File: src/rtl/ws2812_pkg.sv
// Shared WS2812 definitions: encoder states and default timing at a 200 MHz clock.
package ws2812_pkg;

  typedef enum logic {
    IDLE = 1'b0,
    SEND = 1'b1
  } enc_sta_t;

  localparam int unsigned T0H_200M  = 80;
  localparam int unsigned T1H_200M  = 160;
  localparam int unsigned BIT_200M  = 250;
  // Latch/reset low time, owned by the frame controller.
  localparam int unsigned CNT_50_US = 10000;

endpackage

File: src/rtl/ws2812_enc.sv
// WS2812 NRZ-PWM bit encoder with a one-entry pending slot for zero-gap chaining
// and an early bit_done strobe so the controller can queue the next bit in time.
module ws2812_enc
  import ws2812_pkg::*;
#(
  parameter int unsigned BIT_CNT   = BIT_200M,
  parameter int unsigned T0H_CNT   = T0H_200M,
  parameter int unsigned T1H_CNT   = T1H_200M,
  parameter int unsigned DONE_LEAD = 4
) (
  input  logic clk_in,
  input  logic rst_n_in,
  input  logic bit_rdy_in,
  input  logic bit_data_in,
  output logic bit_done_out,
  output logic busy_out,
  output logic ovf_out,
  output logic dout_out
);

  localparam int unsigned CW = $clog2(BIT_CNT);
  localparam logic [CW-1:0] LAST    = CW'(BIT_CNT - 1);
  localparam logic [CW-1:0] DONE_AT = CW'(BIT_CNT - DONE_LEAD);
  localparam logic [CW-1:0] T0H     = CW'(T0H_CNT);
  localparam logic [CW-1:0] T1H     = CW'(T1H_CNT);

  generate
    if (!(T0H_CNT > 0 && T0H_CNT < T1H_CNT && T1H_CNT < BIT_CNT &&
          DONE_LEAD >= 2 && DONE_LEAD <= BIT_CNT - 2)) begin : g_bad_params
      $error("ws2812_enc: illegal timing parameter set");
    end
  endgenerate

  enc_sta_t      sta_q, sta_d;
  logic [CW-1:0] cnt_q, cnt_d;
  logic          cur_q, cur_d;
  logic          slot_vld_q, slot_vld_d;
  logic          slot_bit_q, slot_bit_d;
  logic          ovf_d, dout_d, done_d, busy_d;

  always_ff @(posedge clk_in or negedge rst_n_in) begin
    if (!rst_n_in) begin
      sta_q        <= IDLE;
      cnt_q        <= '0;
      cur_q        <= 1'b0;
      slot_vld_q   <= 1'b0;
      slot_bit_q   <= 1'b0;
      ovf_out      <= 1'b0;
      dout_out     <= 1'b0;
      bit_done_out <= 1'b0;
      busy_out     <= 1'b0;
    end else begin
      sta_q        <= sta_d;
      cnt_q        <= cnt_d;
      cur_q        <= cur_d;
      slot_vld_q   <= slot_vld_d;
      slot_bit_q   <= slot_bit_d;
      ovf_out      <= ovf_d;
      dout_out     <= dout_d;
      bit_done_out <= done_d;
      busy_out     <= busy_d;
    end
  end

  always_comb begin
    sta_d      = sta_q;
    cnt_d      = cnt_q;
    cur_d      = cur_q;
    slot_vld_d = slot_vld_q;
    slot_bit_d = slot_bit_q;
    ovf_d      = ovf_out;
    case (sta_q)
      IDLE: begin
        if (bit_rdy_in) begin
          sta_d = SEND;
          cnt_d = '0;
          cur_d = bit_data_in;
        end
      end
      SEND: begin
        if (cnt_q == LAST) begin
          cnt_d = '0;
          // A strobe arriving while the slot is still full is dropped even
          // though the slot drains this cycle.
          if (slot_vld_q) begin
            cur_d      = slot_bit_q;
            slot_vld_d = 1'b0;
            if (bit_rdy_in) ovf_d = 1'b1;
          end else if (bit_rdy_in) begin
            cur_d = bit_data_in;
          end else begin
            sta_d = IDLE;
          end
        end else begin
          cnt_d = cnt_q + 1'b1;
          if (bit_rdy_in) begin
            if (slot_vld_q) begin
              ovf_d = 1'b1;
            end else begin
              slot_vld_d = 1'b1;
              slot_bit_d = bit_data_in;
            end
          end
        end
      end
      default: sta_d = IDLE;
    endcase
    // Outputs are registered, so they are decoded from the next-state values.
    dout_d = (sta_d == SEND) && (cnt_d < (cur_d ? T1H : T0H));
    done_d = (sta_d == SEND) && (cnt_d == DONE_AT);
    busy_d = (sta_d == SEND) || slot_vld_d;
  end

endmodule

File: config.mk
export PLATFORM = sky130hd
export DESIGN_NAME = ws2812_enc
export DESIGN_NICKNAME = d
export VERILOG_FILES = /design/src/rtl/ws2812_pkg.sv /design/src/rtl/ws2812_enc.sv
export SDC_FILE = /design/constraint.sdc
export NUM_CORES = 1
export LEC_CHECK = 0
export ABC_AREA = 1
export CORE_AREA = 8 8 53 55
export CTS_CLUSTER_SIZE = 8
export DETAILED_ROUTE_END_ITERATION = 16
export DIE_AREA = 0 0 61 63
export HOLD_SLACK_MARGIN = 0.03
export PLACE_DENSITY = 0.68
export SLEW_MARGIN = 20
export SYNTH_ARGS = -nofsm -noshare
export SYNTH_HDL_FRONTEND = slang
export SYNTH_SLANG_ARGS = --single-unit
File: constraint.sdc
create_clock -name clk_in -period 4.9 [get_ports clk_in]
set_input_delay 0.98 -clock clk_in [delete_from_list [all_inputs] [get_ports clk_in]]
set_output_delay 0.98 -clock clk_in [all_outputs]
set_load 0.005 [all_outputs]
==> results of run 1 <==
how the worst max path moves through the flow:
stage / startpoint / cells after the start / endpoint
after global routing: bit_rdy_in / 12 / dout_out$_DFF_PN0_
after global placement: bit_rdy_in / 12 / dout_out$_DFF_PN0_
after detailed placement: bit_rdy_in / 12 / dout_out$_DFF_PN0_
after floorplan: bit_rdy_in / 12 / dout_out$_DFF_PN0_
after CTS: bit_rdy_in / 12 / dout_out$_DFF_PN0_
final: bit_rdy_in / 12 / dout_out$_DFF_PN0_
final cells by class:
| type | instances | area (um^2) | area share [%] |
|---|---|---|---|
| tap | 28 | 35.03 | 3.233 |
| multi-input combinational | 78 | 459.2 | 42.38 |
| sequential | 16 | 400.4 | 36.95 |
| clock buffer | 4 | 36.28 | 3.349 |
| timing repair buffer | 7 | 70.07 | 6.467 |
| inverter | 22 | 82.58 | 7.621 |
report_power, final:
| group | leakage (nW) | internal, mW | switching, mW |
|---|---|---|---|
| combinational | 0.341 | 0.114 | 0.164 |
| clock | 0.0210 | 0.0453 | 0.0427 |
| sequential | 0.175 | 0.180 | 0.0386 |
kinds of logic after synthesis:
family | after synthesis | share of synthesized area (%)
buffers and inverters | 22 | 8.765
DFF | 16 | 42.50
adders and majority gates | 3 | 3.984
xor gates and xnor gates | 2 | 1.860
AOI/OAI and AO/OA | 16 | 11.95
and+or+nand+nor | 57 | 30.94
flip-flops by register name, indices dropped and copies added (netlist names):
register,count
slot_vld_q,1
slot_bit_q,1
dout_out,1
bit_done_out,1
busy_out,1
cnt_q,8
ovf_out,1
cur_q,1
sta_q,1
per-layer routing:
metal	track usage, %	vias up	part of all wire [%]	routed length [um]
li1	-	382	-	-
met2	15.74	20	47	834
met1	12.68	354	46	813
met5	0	-	0	0
met3	1.852	5	4.2	74
met4	6.997	0	2.8	49
placed cells by master, fill, tap and decap left out, drive strengths merged:
master	synthesis	routed
nand4	1	1
a21oi	3	3
clkbuf	0	4
dfrtp	16	16
xnor2	2	2
a31oi	1	1
nand2	33	33
inv	22	22
o21bai	3	3
clkdlybuf4s50	0	7
ha	3	3
o21ai	6	6
o22ai	3	3
nand3	10	10
nor2	13	13
worst register-to-register path, delay by kind of cell (launching register included):
family | cells | cell delay (ns)
adder cells (fa/ha/maj) | 2 | 0.43
AO/OA/AOI/OAI | 3 | 0.29
buffers and inverters | 2 | 0.13
flip-flops | 1 | 0.41
AND/OR/NAND/NOR | 4 | 0.45
==> flow_summary_export.csv, run 1 <==
group,metric,value,unit
placed_design,dp.cells,151,
timing,fin_crit,2.489,ns
timing,hold_violations,0,
logic_synthesis,syn_area,942.2,um^2
status,status,"finished, final reports clean",
setup_path,worstReg2RegEnd,"dout_out$_DFF_PN0_",
setup_path,worstPathArrival,2.68,ns
logic_synthesis,synth_top_area_share,42.50,%
grt,track_usage,10.39,%
timing,timing.hold.ws,0.4817,ns
grt,grt_pass1_vias,719,
power,p_per_area,540.0,nW/um^2
timing,fin_setup_tns,0,ns
power,total_power,0.5851,mW
setup_path,cp.buffers_inverters,2,
route,wl_per_cell,11.43,um
route,drc_errors,0,
logic_synthesis,synthMostInstantiatedCell,"nand2_1",
timing,drv_slew,0,
logic_synthesis,ys_dominant_reg_cell,"dfrtp_1",
route,viasPerCell,4.910,
clocking,postCtsSetupBuffers,0,
logic_synthesis,yosys-top-cells-area,"dfrtp_1, nand2_1, inv_1",
setup_path,crit_slowest_cell,"clkdlybuf4s50_1",
timing,setup_ws,2.411,ns
die,io_pins,8,
die,initial_core_util,45.66,%
logic_synthesis,avgSynthCellArea,8.122,um^2
setup_path,critPathMaxFanout,6,
placed_design,place_hpwl,1368,um
setup_path,worstReg2RegStart,"cnt_q[1]$_DFF_PN0_",
timing,rsz0062_at_grt,"no",
logic_synthesis,synth_edf_count,0,
logic_synthesis,ys_seq_elements,16,
timing,clock-skew-final,0.007364,ns
die,die_area,3843,um^2
clocking,root_buffer,"clkbuf_4",
setup_path,worstPathRequired,5.09,ns
setup_path,cp_common_cell,"nand2_1",
setup_path,cp-start-kind,"input port",
timing,max-slew-margin-rel,53.01,%
logic_synthesis,async_flop_share,100.0,%
finish,fin_util,52.52,%
setup_path,path_delay_family,"buffers and inverters",
logic_synthesis,synthCells,116,
placed_design,place_area,1047,um^2
finish,drive_above_1_share,17.32,%
logic_synthesis,yosys.area.top_type,"dfrtp_1",
logic_synthesis,ys_seq_area_share,42.50,%
die,chipHeight,63,um
logic_synthesis,synth_warnings,0,
route,initialDrtViolationCount,28,
placed_design,pre_cts_ws,2.136,ns
power,leakage,0.5367,nW
finish,design_area,1084,um^2
route,routed_wl,1772,um
die,row_count,17,
worst_hold_path,holdPathEnd,"ovf_out$_DFFE_PN0P_",
grt,grt_max_degree,17,
timing,fmaxAchievable,401.8,MHz
clocking,cts_resized,0,
timing,worst_pin_slew,0.7027,ns
setup_path,critPathMaxStageDelay,0.59,ns
worst_hold_path,hold_depth,1,
timing,setup-violations-final,0,
setup_path,rr_worst_depth,11,
finish,fillers,208,
logic_synthesis,synth_nets,123,
grt,antenna_found_initial,0,
route,vias,761,
setup_path,critPathKind,"in2reg",
logic_synthesis,netlist-cell-type-count,22,
clocking,numClockSinks,16,
worst_hold_path,min_from,"ovf_out$_DFFE_PN0P_",
die,die_x,61,um
placed_design,io_buffer_count,7,
timing,post-route-period-util,50.79,%
power,vdd_drop_max,287.7,uV
finish,diodes,0,
grt,grt_overflow,0,
clocking,htreeDepth,1,
clocking,tritoncts,"built",
placed_design,place.gp.congestion,0.8164,
finish,area_growth_syn_to_layout,15.01,%
route,dr.pass1.iters,4,
setup_path,path_cells,"clkdlybuf4s50_1 -> nand2_1 -> nand2_1 -> nand2_1 -> o21ai_0 -> nand3_1 -> nand3_1 -> nand2_1 -> ha_1 -> inv_1 -> a21oi_1 -> a21oi_2",
clocking,clockBufferDepth,2,
run,maxCapViolations,0,
logic_synthesis,synth.top_cells.by_count,"nand2_1, inv_1, dfrtp_1, nand3_1, nor2_1",
setup_path,cp-end-kind,"flip-flop",
finish,fin_nets,135,
finish,final_cells,155,
route,antenna_left,0,
clocking,ctsHoldBuffers,0,
clocking,cts_buffers,3,
die,coreArea,2063,um^2
grt,grt_pass1_wl,3049,um
setup_path,worst-r2r-setup-slack,3.09,ns
clocking,worstSkewPairLatency,0.29,ns
worst_hold_path,hp-class,"reg2reg",
clocking,clkTransAtPathRegs,0.10,ns
No activity file was read; power rests on OpenSTA's default activity.
==> run 2, diff against run 1 <==
==> constraint.sdc (replaced) <==
create_clock -name clk_in -period 2.45 [get_ports clk_in]
set_input_delay 0.49 -clock clk_in [delete_from_list [all_inputs] [get_ports clk_in]]
set_output_delay 0.49 -clock clk_in [all_outputs]
set_load 0.005 [all_outputs]
==> run 2 against run 1 <==
  * Cell count increased by 0.65%
  * Non-clock buffer count increased by 1
  * Clock skew decreased by 0.0034 ns
  * Largest cell class unchanged
  * Highest routed layer unchanged
==> flow_summary_export.csv, run 2 (same netlist as run 1, synthesis figures left out) <==
group,metric,value,unit
status,status,"finished, final reports clean",
finish,final_common_cell,"nand2_1",
finish,drive_above_1_share,17.97,%
run,maxCapViolations,0,
clocking,root_buffer,"clkbuf_4",
clocking,ctsHoldBuffers,0,
finish,diodes,0,
clocking,cts_resized,0,
timing,setup-violations-final,0,
placed_design,place.gp.congestion,0.8409,
setup_path,cp-end-kind,"flip-flop",
timing,post-route-period-util,75.05,%
grt,grt_max_degree,17,
power,total_power,1.178,mW
grt,grt_pass1_wl,3256,um
finish,fin_util,52.88,%
timing,timing.hold.ws,0.4880,ns
die,coreArea,2063,um^2
timing,clock-skew-final,0.003996,ns
setup_path,critPathKind,"in2reg",
die,initial_core_util,45.66,%
clocking,clkTransAtPathRegs,0.09,ns
setup_path,worstReg2RegStart,"cnt_q[1]$_DFF_PN0_",
grt,antenna_found_initial,0,
timing,max-slew-margin-rel,52.19,%
worst_hold_path,hp-class,"reg2reg",
setup_path,worstPathArrival,2.03,ns
grt,grt_pass1_vias,777,
power,leakage,0.5415,nW
timing,hold_violations,0,
clocking,htreeDepth,1,
clocking,cts_buffers,3,
route,viasPerCell,4.878,
finish,largest-register,"cnt_q",
die,chipHeight,63,um
timing,setup_ws,0.6114,ns
finish,largest_register_ffs,8,
route,initialDrtViolationCount,18,
placed_design,pre_cts_ws,0.2947,ns
timing,fin_crit,1.839,ns
grt,track_usage,10.95,%
finish,fin_nets,136,
placed_design,dp.cells,152,
die,die_x,61,um
setup_path,crit_end,"dout_out$_DFF_PN0_",
finish,fillers,212,
setup_path,critPathMaxFanout,3,
finish,final_cells,156,
finish,area_growth_syn_to_layout,15.80,%
timing,fin_setup_tns,0,ns
setup_path,rr_worst_depth,11,
finish,design_area,1091,um^2
clocking,tritoncts,"built",
route,dr.pass1.iters,5,
route,wl_per_cell,11.60,um
grt,grt_overflow,0,
setup_path,worstReg2RegEnd,"dout_out$_DFF_PN0_",
clocking,postCtsSetupBuffers,0,
setup_path,worstPathRequired,2.64,ns
finish,layout_common_cells,"nand2_1, inv_1, dfrtp_1, nand3_1",
placed_design,io_buffer_count,7,
placed_design,place_area,1055,um^2
die,die_area,3843,um^2
route,drc_errors,0,
route,routed_wl,1809,um
die,io_pins,8,
setup_path,worst-r2r-setup-slack,0.62,ns
route,antenna_left,0,
route,vias,761,
clocking,worstSkewPairLatency,0.29,ns
power,p_per_area,1080,nW/um^2
placed_design,place_hpwl,1398,um
timing,drv_slew,0,
timing,fmaxAchievable,543.9,MHz
die,row_count,17,
clocking,numClockSinks,16,
clocking,clockBufferDepth,2,
setup_path,cp-start-kind,"input port",
timing,rsz0062_at_grt,"no",
worst_hold_path,hold_depth,1,
timing,worst_pin_slew,0.7150,ns
setup_path,worstSetupStartpoint,"bit_rdy_in",
power,vdd_drop_max,555.9,uV
[run 2: worst max-delay path, cell delays in order]
cell	delay [ns]
clkdlybuf4s50_1	0.51
nand2_1	0.08
nand2_1	0.07
nand2_1	0.04
o21ai_0	0.07
nand3_1	0.09
nand3_1	0.07
nand2_1	0.09
ha_1	0.28
inv_1	0.03
a21oi_1	0.14
a21oi_2	0.07
[run 2: per-layer routing]
| metal | GRT usage (%) | vias to the layer above | wire [um] |
|---|---|---|---|
| met4 | 6.122 | 0 | 42 |
| met3 | 2.058 | 5 | 69 |
| met5 | 0 | - | 0 |
| met1 | 12.92 | 354 | 822 |
| li1 | - | 386 | - |
| met2 | 17.59 | 16 | 874 |
[run 2: where the power goes]
part	total, mW	internal (mW)	leakage [nW]	switching, mW
registers	0.438	0.361	0.175	0.0775
logic	0.563	0.228	0.345	0.335
clock network	0.177	0.0907	0.0210	0.0867
[run 2: worst min path at each step]
stage                         from                     end
2_1_floorplan             rst_n_in  bit_done_out$_DFF_PN0_
3_3_place_gp   ovf_out$_DFFE_PN0P_     ovf_out$_DFFE_PN0P_
3_5_place_dp   ovf_out$_DFFE_PN0P_     ovf_out$_DFFE_PN0P_
4_1_cts        ovf_out$_DFFE_PN0P_     ovf_out$_DFFE_PN0P_
5_1_grt        ovf_out$_DFFE_PN0P_     ovf_out$_DFFE_PN0P_
6_report       ovf_out$_DFFE_PN0P_     ovf_out$_DFFE_PN0P_
[run 2: layout make-up]
| class | instances | area, um^2 | area share [%] |
|---|---|---|---|
| Inverter | 22 | 82.58 | 7.569 |
| Sequential cell | 16 | 400.4 | 36.70 |
| Tap cell | 28 | 35.03 | 3.211 |
| Timing Repair Buffer | 8 | 77.57 | 7.110 |
| Clock buffer | 4 | 36.28 | 3.326 |
| Multi-Input combinational cell | 78 | 459.2 | 42.09 |
==> run 3, diff against run 2 <==
--- a/config.mk
+++ b/config.mk
@@ -11,7 +11,7 @@
 export DETAILED_ROUTE_END_ITERATION = 16
 export DIE_AREA = 0 0 61 63
 export HOLD_SLACK_MARGIN = 0.03
-export PLACE_DENSITY = 0.68
+export PLACE_DENSITY = 0.7
 export SLEW_MARGIN = 20
 export SYNTH_ARGS = -nofsm -noshare
 export SYNTH_HDL_FRONTEND = slang
==> constraint.sdc (replaced) <==
create_clock -name clk_in -period 1.6 [get_ports clk_in]
set_input_delay 0.32 -clock clk_in [delete_from_list [all_inputs] [get_ports clk_in]]
set_output_delay 0.32 -clock clk_in [all_outputs]
set_load 0.005 [all_outputs]
==> run 3 against run 2 <==
  * The flow now finishes with violations (negative setup slack)
  * Clock skew shrank 0.0021 ns
  * Cell count up 15%
  * Non-clock buffer count is 23 higher
  * Routed wire length is 31% higher
  * Flip-flop and latch count is the same
  * Total power rose by 110%
  * Combinational power rose to 2.8 times the previous value
  * Via count grew 15%
  * Hold slack worse by 0.15 ns
  * First-iteration DRC count down 5.6%
  * Critical path type is now reg2reg
  * Largest cell class unchanged
  * Highest routed layer unchanged
==> flow_summary_export.csv, run 3 (same netlist as run 1, synthesis figures left out) <==
group,metric,value,unit
grt,grt_pass1_wl,3795,um
die,die_area,3843,um^2
route,viasPerCell,4.888,
timing,fmaxAchievable,573.6,MHz
timing,rsz0062_at_grt,"yes",
grt,grt_overflow,0,
grt,gr-usage-met2,20.37,%
setup_path,cp-start-kind,"flip-flop",
timing,clock-skew-final,0.001852,ns
run,maxCapViolations,0,
timing,timing.hold.ws,0.3392,ns
route,drc_errors,0,
clocking,tritoncts,"built",
grt,use_met1,15.16,%
finish,largest_register_ffs,8,
grt,track_usage,12.67,%
finish,layout_common_cells,"nand2_1, buf_4, inv_1, dfrtp_1, nand2_2",
setup_path,worstSetupStartpoint,"cnt_q[0]$_DFF_PN0_",
setup_path,worstPathRequired,1.82,ns
setup_path,crit_end,"dout_out$_DFF_PN0_",
setup_path,critPathMaxFanout,4,
placed_design,io_buffer_count,7,
route,dr.pass1.iters,4,
finish,design_area,1421,um^2
route,initialDrtViolationCount,17,
clocking,numClockSinks,16,
finish,area_growth_syn_to_layout,50.86,%
status,violations,"negative setup slack",
die,coreArea,2063,um^2
timing,max-slew-margin-rel,81.19,%
route,wl_per_cell,13.28,um
power,total_power,2.512,mW
timing,worst_pin_slew,0.2819,ns
clocking,root_buffer,"clkbuf_4",
setup_path,worstPathArrival,1.96,ns
setup_path,cp.buffers_inverters,2,
setup_path,crit_slowest_cell,"dfrtp_2",
finish,diodes,0,
power,power_frac_clock,10.7,%
worst_hold_path,hp-class,"in2async",
grt,grt_use_met3,2.675,%
setup_path,cp-end-kind,"flip-flop",
grt,antenna_found_initial,0,
die,die_x,61,um
timing,hold_violations,0,
timing,setup_ws,-0.1435,ns
clocking,htreeDepth,1,
power,power_frac_seq,27.5,%
power,swShare,41.67,%
timing,post-route-period-util,109.0,%
setup_path,rr_worst_depth,11,
setup_path,cp_num_cells,11,
die,initial_core_util,45.66,%
finish,fin_util,68.89,%
die,io_pins,8,
timing,setup-violations-final,2,
clocking,cts_buffers,3,
power,p_per_area,1767,nW/um^2
finish,final_cells,179,
finish,fin_nets,159,
setup_path,worstReg2RegEnd,"dout_out$_DFF_PN0_",
power,vdd_drop_max,1179,uV
finish,fillers,159,
clocking,worstSkewPairLatency,0.28,ns
status,status,"finished with violations",
power,internal_power,1.465,mW
route,vias,875,
clocking,clkTransAtPathRegs,0.10,ns
placed_design,place_hpwl,1502,um
timing,drv_slew,0,
setup_path,path_cells,"buf_12 -> ha_4 -> nand2_4 -> nor2_4 -> nand2_4 -> nand3_2 -> o21ai_4 -> ha_4 -> inv_2 -> a21oi_2 -> a21oi_2",
timing,fin_crit,1.743,ns
grt,grt_pass1_vias,872,
timing,fin_setup_tns,-0.2218,ns
setup_path,critPathKind,"reg2reg",
setup_path,worstReg2RegStart,"cnt_q[0]$_DFF_PN0_",
placed_design,place_area,1159,um^2
placed_design,dp.cells,165,
grt,gr-max-usage-layer,"met2",
power,p_comb_share,61.8,%
placed_design,pre_cts_ws,-0.2937,ns
finish,largest-register,"cnt_q",
placed_design,place.gp.congestion,0.8109,
die,chipHeight,63,um
route,antenna_left,0,
clocking,clockBufferDepth,2,
die,row_count,17,
setup_path,critPathMaxStageDelay,0.46,ns
setup_path,path_delay_family,"flip-flops",
power,power.switching,1.047,mW
power,leakage,0.6842,nW
setup_path,worst-r2r-setup-slack,-0.14,ns
route,routed_wl,2377,um
grt,grt_max_degree,17,
finish,drive_above_1_share,44.37,%
==> run 3: changes by cell type in the layout (fill, tap and decap cells not counted), sizes merged <==
cell	before	now
buf	1	24
==> run 3: layout make-up <==
| class | instances | area (um^2) | area share [%] |
|---|---|---|---|
| multi-input combinational | 78 | 595.6 | 41.90 |
| sequential | 16 | 401.6 | 28.26 |
| timing repair buffer | 31 | 270.3 | 19.01 |
| inverter | 22 | 82.58 | 5.810 |
| clock buffer | 4 | 36.28 | 2.553 |
| tap | 28 | 35.03 | 2.465 |
==> run 3: power groups by stage <==
stage	registers, mW	logic (mW)	clock network [mW]
6_report	0.691	1.55	0.268
5_1_grt	0.710	1.69	0.288
4_1_cts	0.668	1.21	0.279
3_5_place_dp	0.656	1.03	0
3_3_place_gp	0.655	0.996	0
2_1_floorplan	0.656	0.719	0
==> run 3: worst min path at each step <==
stage                                   endpoint                start  slack [ns]
after global routing          cnt_q[6]$_DFF_PN0_             rst_n_in        0.36
final                         cnt_q[0]$_DFF_PN0_             rst_n_in        0.34
after floorplan           bit_done_out$_DFF_PN0_             rst_n_in        0.02
after global placement       ovf_out$_DFFE_PN0P_  ovf_out$_DFFE_PN0P_        0.46
after CTS                     cnt_q[4]$_DFF_PN0_             rst_n_in        0.34
after detailed placement     ovf_out$_DFFE_PN0P_  ovf_out$_DFFE_PN0P_        0.46
==> run 3: what timing repair did <==
| item | CTS | global route |
|---|---|---|
| hold endpoints to repair | 0 | 0 |
| hold buffers | 0 | 0 |
| setup endpoints to repair | 2 | 5 |
| resized for setup | 13 | 15 |
| pin swaps | 5 | 6 |
| buffers inserted | 7 | 3 |
==> run 3: worst register-to-register path: cells and delay by family, from the launching register on <==
kind / cells / cell delay, ns
DFF: 1 / 0.46
and+or+nand+nor: 4 / 0.30
buffers and inverters: 2 / 0.19
adders and majority gates: 2 / 0.38
AOI/OAI and AO/OA: 3 / 0.35
==> run 3: per-layer routing <==
layer | wire [um] | up-vias
met2 | 1252 | 13
met3 | 81 | 6
met4 | 47 | 0
li1 | - | 439
met1 | 996 | 417
met5 | 0 | -
==> variant, RTL diff (config.mk and constraints of run 3) <==
Register the output `ovf_out` once more, without a reset; this adds one clock of latency there. The other outputs are not delayed to match.
--- a/src/rtl/ws2812_enc.sv
+++ b/src/rtl/ws2812_enc.sv
@@ -24,6 +24,8 @@
   localparam logic [CW-1:0] T0H     = CW'(T0H_CNT);
   localparam logic [CW-1:0] T1H     = CW'(T1H_CNT);
 
+  logic ovf_s0;
+
   generate
     if (!(T0H_CNT > 0 && T0H_CNT < T1H_CNT && T1H_CNT < BIT_CNT &&
           DONE_LEAD >= 2 && DONE_LEAD <= BIT_CNT - 2)) begin : g_bad_params
@@ -45,7 +47,7 @@
       cur_q        <= 1'b0;
       slot_vld_q   <= 1'b0;
       slot_bit_q   <= 1'b0;
-      ovf_out      <= 1'b0;
+      ovf_s0       <= 1'b0;
       dout_out     <= 1'b0;
       bit_done_out <= 1'b0;
       busy_out     <= 1'b0;
@@ -55,7 +57,7 @@
       cur_q        <= cur_d;
       slot_vld_q   <= slot_vld_d;
       slot_bit_q   <= slot_bit_d;
-      ovf_out      <= ovf_d;
+      ovf_s0       <= ovf_d;
       dout_out     <= dout_d;
       bit_done_out <= done_d;
       busy_out     <= busy_d;
@@ -68,7 +70,7 @@
     cur_d      = cur_q;
     slot_vld_d = slot_vld_q;
     slot_bit_d = slot_bit_q;
-    ovf_d      = ovf_out;
+    ovf_d      = ovf_s0;
     case (sta_q)
       IDLE: begin
         if (bit_rdy_in) begin
@@ -111,5 +113,9 @@
     busy_d = (sta_d == SEND) || slot_vld_d;
   end
 
+  always_ff @(posedge clk_in) begin
+    ovf_out <= ovf_s0;
+  end
+
 endmodule
 
Formal check against the unedited RTL: not equivalent (Yosys sat finds a counterexample within 4 cycles, from zero or initial values and one cycle with rst_n_in low).
==> variant against run 3 <==
- core utilization is 0.85 points higher
- area after synthesis rose by 2.1%
- final area increased by 1.2%
- wire length rose by 0.42%
- die area unchanged
- total power decreased by 1.3%
- sequential power rose by 2%
- highest routed layer unchanged
- setup slack improved by 0.033 ns
- sequential share of layout area rose by 1.0 points
- the run still ends with setup timing left
- critical path depth fell by 1
- sequential cell count rose by 1
==> variant: results (changes against run 3) <==
----------------------------------------------------
[Outcome]
  Result of the run ... finished, violations left
  Failing checks ... setup timing

[Clock network]
  Post-CTS sizing ... 10 (-3)
  Clock latency reported for the late side of the worst-skew pair ... 0.30 ns (+0.02 ns)

[Route]
  Aggregate routed wire length ... 2390 um (+0.42%)
  Met1 Routed Length ... 947 um (-4.9%)
  Drt first-iter violations ... 27 (+10)
  Sum of met2 wire segment lengths after detailed routing ... 1220 um (-2.6%)
  Routed length on met3 ... 121 um (+49%)

[Cells and area]
  Share of cells above drive strength 1 ... 44.8% (+0.43 points)
  Sequential cell area ... 422 um2 (+5.0%)
  Fraction of standard cell area in multi-input logic ... 41.5% (-0.42 points)
  Non-clock buffer contribution to total cell area ... 19.2% (+0.20 points)
  NumNets Final ... 162 (+1.9%)
  Count of buffers not belonging to the clock network in the layout ... 33 (+6.5%)

[Synth]
  Fraction of the mapped netlist area in adder cells ... 3.90% (-0.083 points)
  XOR/XNOR Fraction of Synth Area ... 1.82% (-0.039 points)
  Share of the synthesized area in compound gates (AO/OA/AOI/OAI) ... 11.7% (-0.25 points)
  Top cells by area, synth ... sky130_fd_sc_hd__dfrtp_1, sky130_fd_sc_hd__nand2_1, sky130_fd_sc_hd__inv_1
  Cell variety after synth ... 23 (+4.5%)
  Post-synthesis sequential area ratio ... 43.7% (+1.2 points)
  Average instance area after synthesis ... 8.22 um2 (+1.3%)
  Post-synthesis cell area ... 962 um2 (+2.1%)

[Timing]
  Clock Skews ... 0.00849 ns (+0.00664 ns)
  Worst Slack Setup Final ... -0.111 ns (+0.0328 ns)
  WHS ... 0.318 ns (-0.0212 ns)
  Post-Route Setup TNS ... -0.152 ns (+0.0699 ns)
  Setup-violating endpoint count in the final report ... 2 (unchanged)

[Setup path]
  Peak fanout along the critical path ... 3 (-1)
  Number of cell instances on the worst register-to-register path ... 10 (-1)

[GRT]
  Routing usage on met3 ... 2.88% (+0.21 points)
  Met1 Resource Use GR ... 14.1% (-1.0 points)
  Global router's overall resource usage ... 13.0% (+0.34 points)
  M2 GR Usage ... 20.9% (+0.53 points)

[Placed design]
  HPWL after detailed placement ... 1500 um (-0.26%)
  Cells after DPL ... 166 (+0.61%)
  Final Wtd Congestion ... 0.844 (+4.1%)

[Pwr]
  Maximum vdd drop ... 1020 uV (-14%)

----------------------------------------------------
variant: changes by cell type after synthesis, sizes merged:
cell   delta
dfxtp     +1
variant: report_power, final:
| part | switching (mW) | leakage [nW] | internal [mW] |
|---|---|---|---|
| sequential | 0.128 | 0.182 | 0.580 |
| combinational | 0.783 | 0.490 | 0.750 |
| clock | 0.140 | 0.0150 | 0.0974 |
variant: worst max-delay path, stage by stage, from the launching register on:
cell                       delay [ns]
sky130_fd_sc_hd__dfrtp_1         0.42
sky130_fd_sc_hd__nand2_2         0.09
sky130_fd_sc_hd__nor2_4          0.12
sky130_fd_sc_hd__nand3_2         0.09
sky130_fd_sc_hd__o21bai_1        0.17
sky130_fd_sc_hd__nand3_2         0.12
sky130_fd_sc_hd__o21ai_4         0.22
sky130_fd_sc_hd__ha_4            0.23
sky130_fd_sc_hd__inv_2           0.05
sky130_fd_sc_hd__a21oi_2         0.03
sky130_fd_sc_hd__a21oi_2         0.10
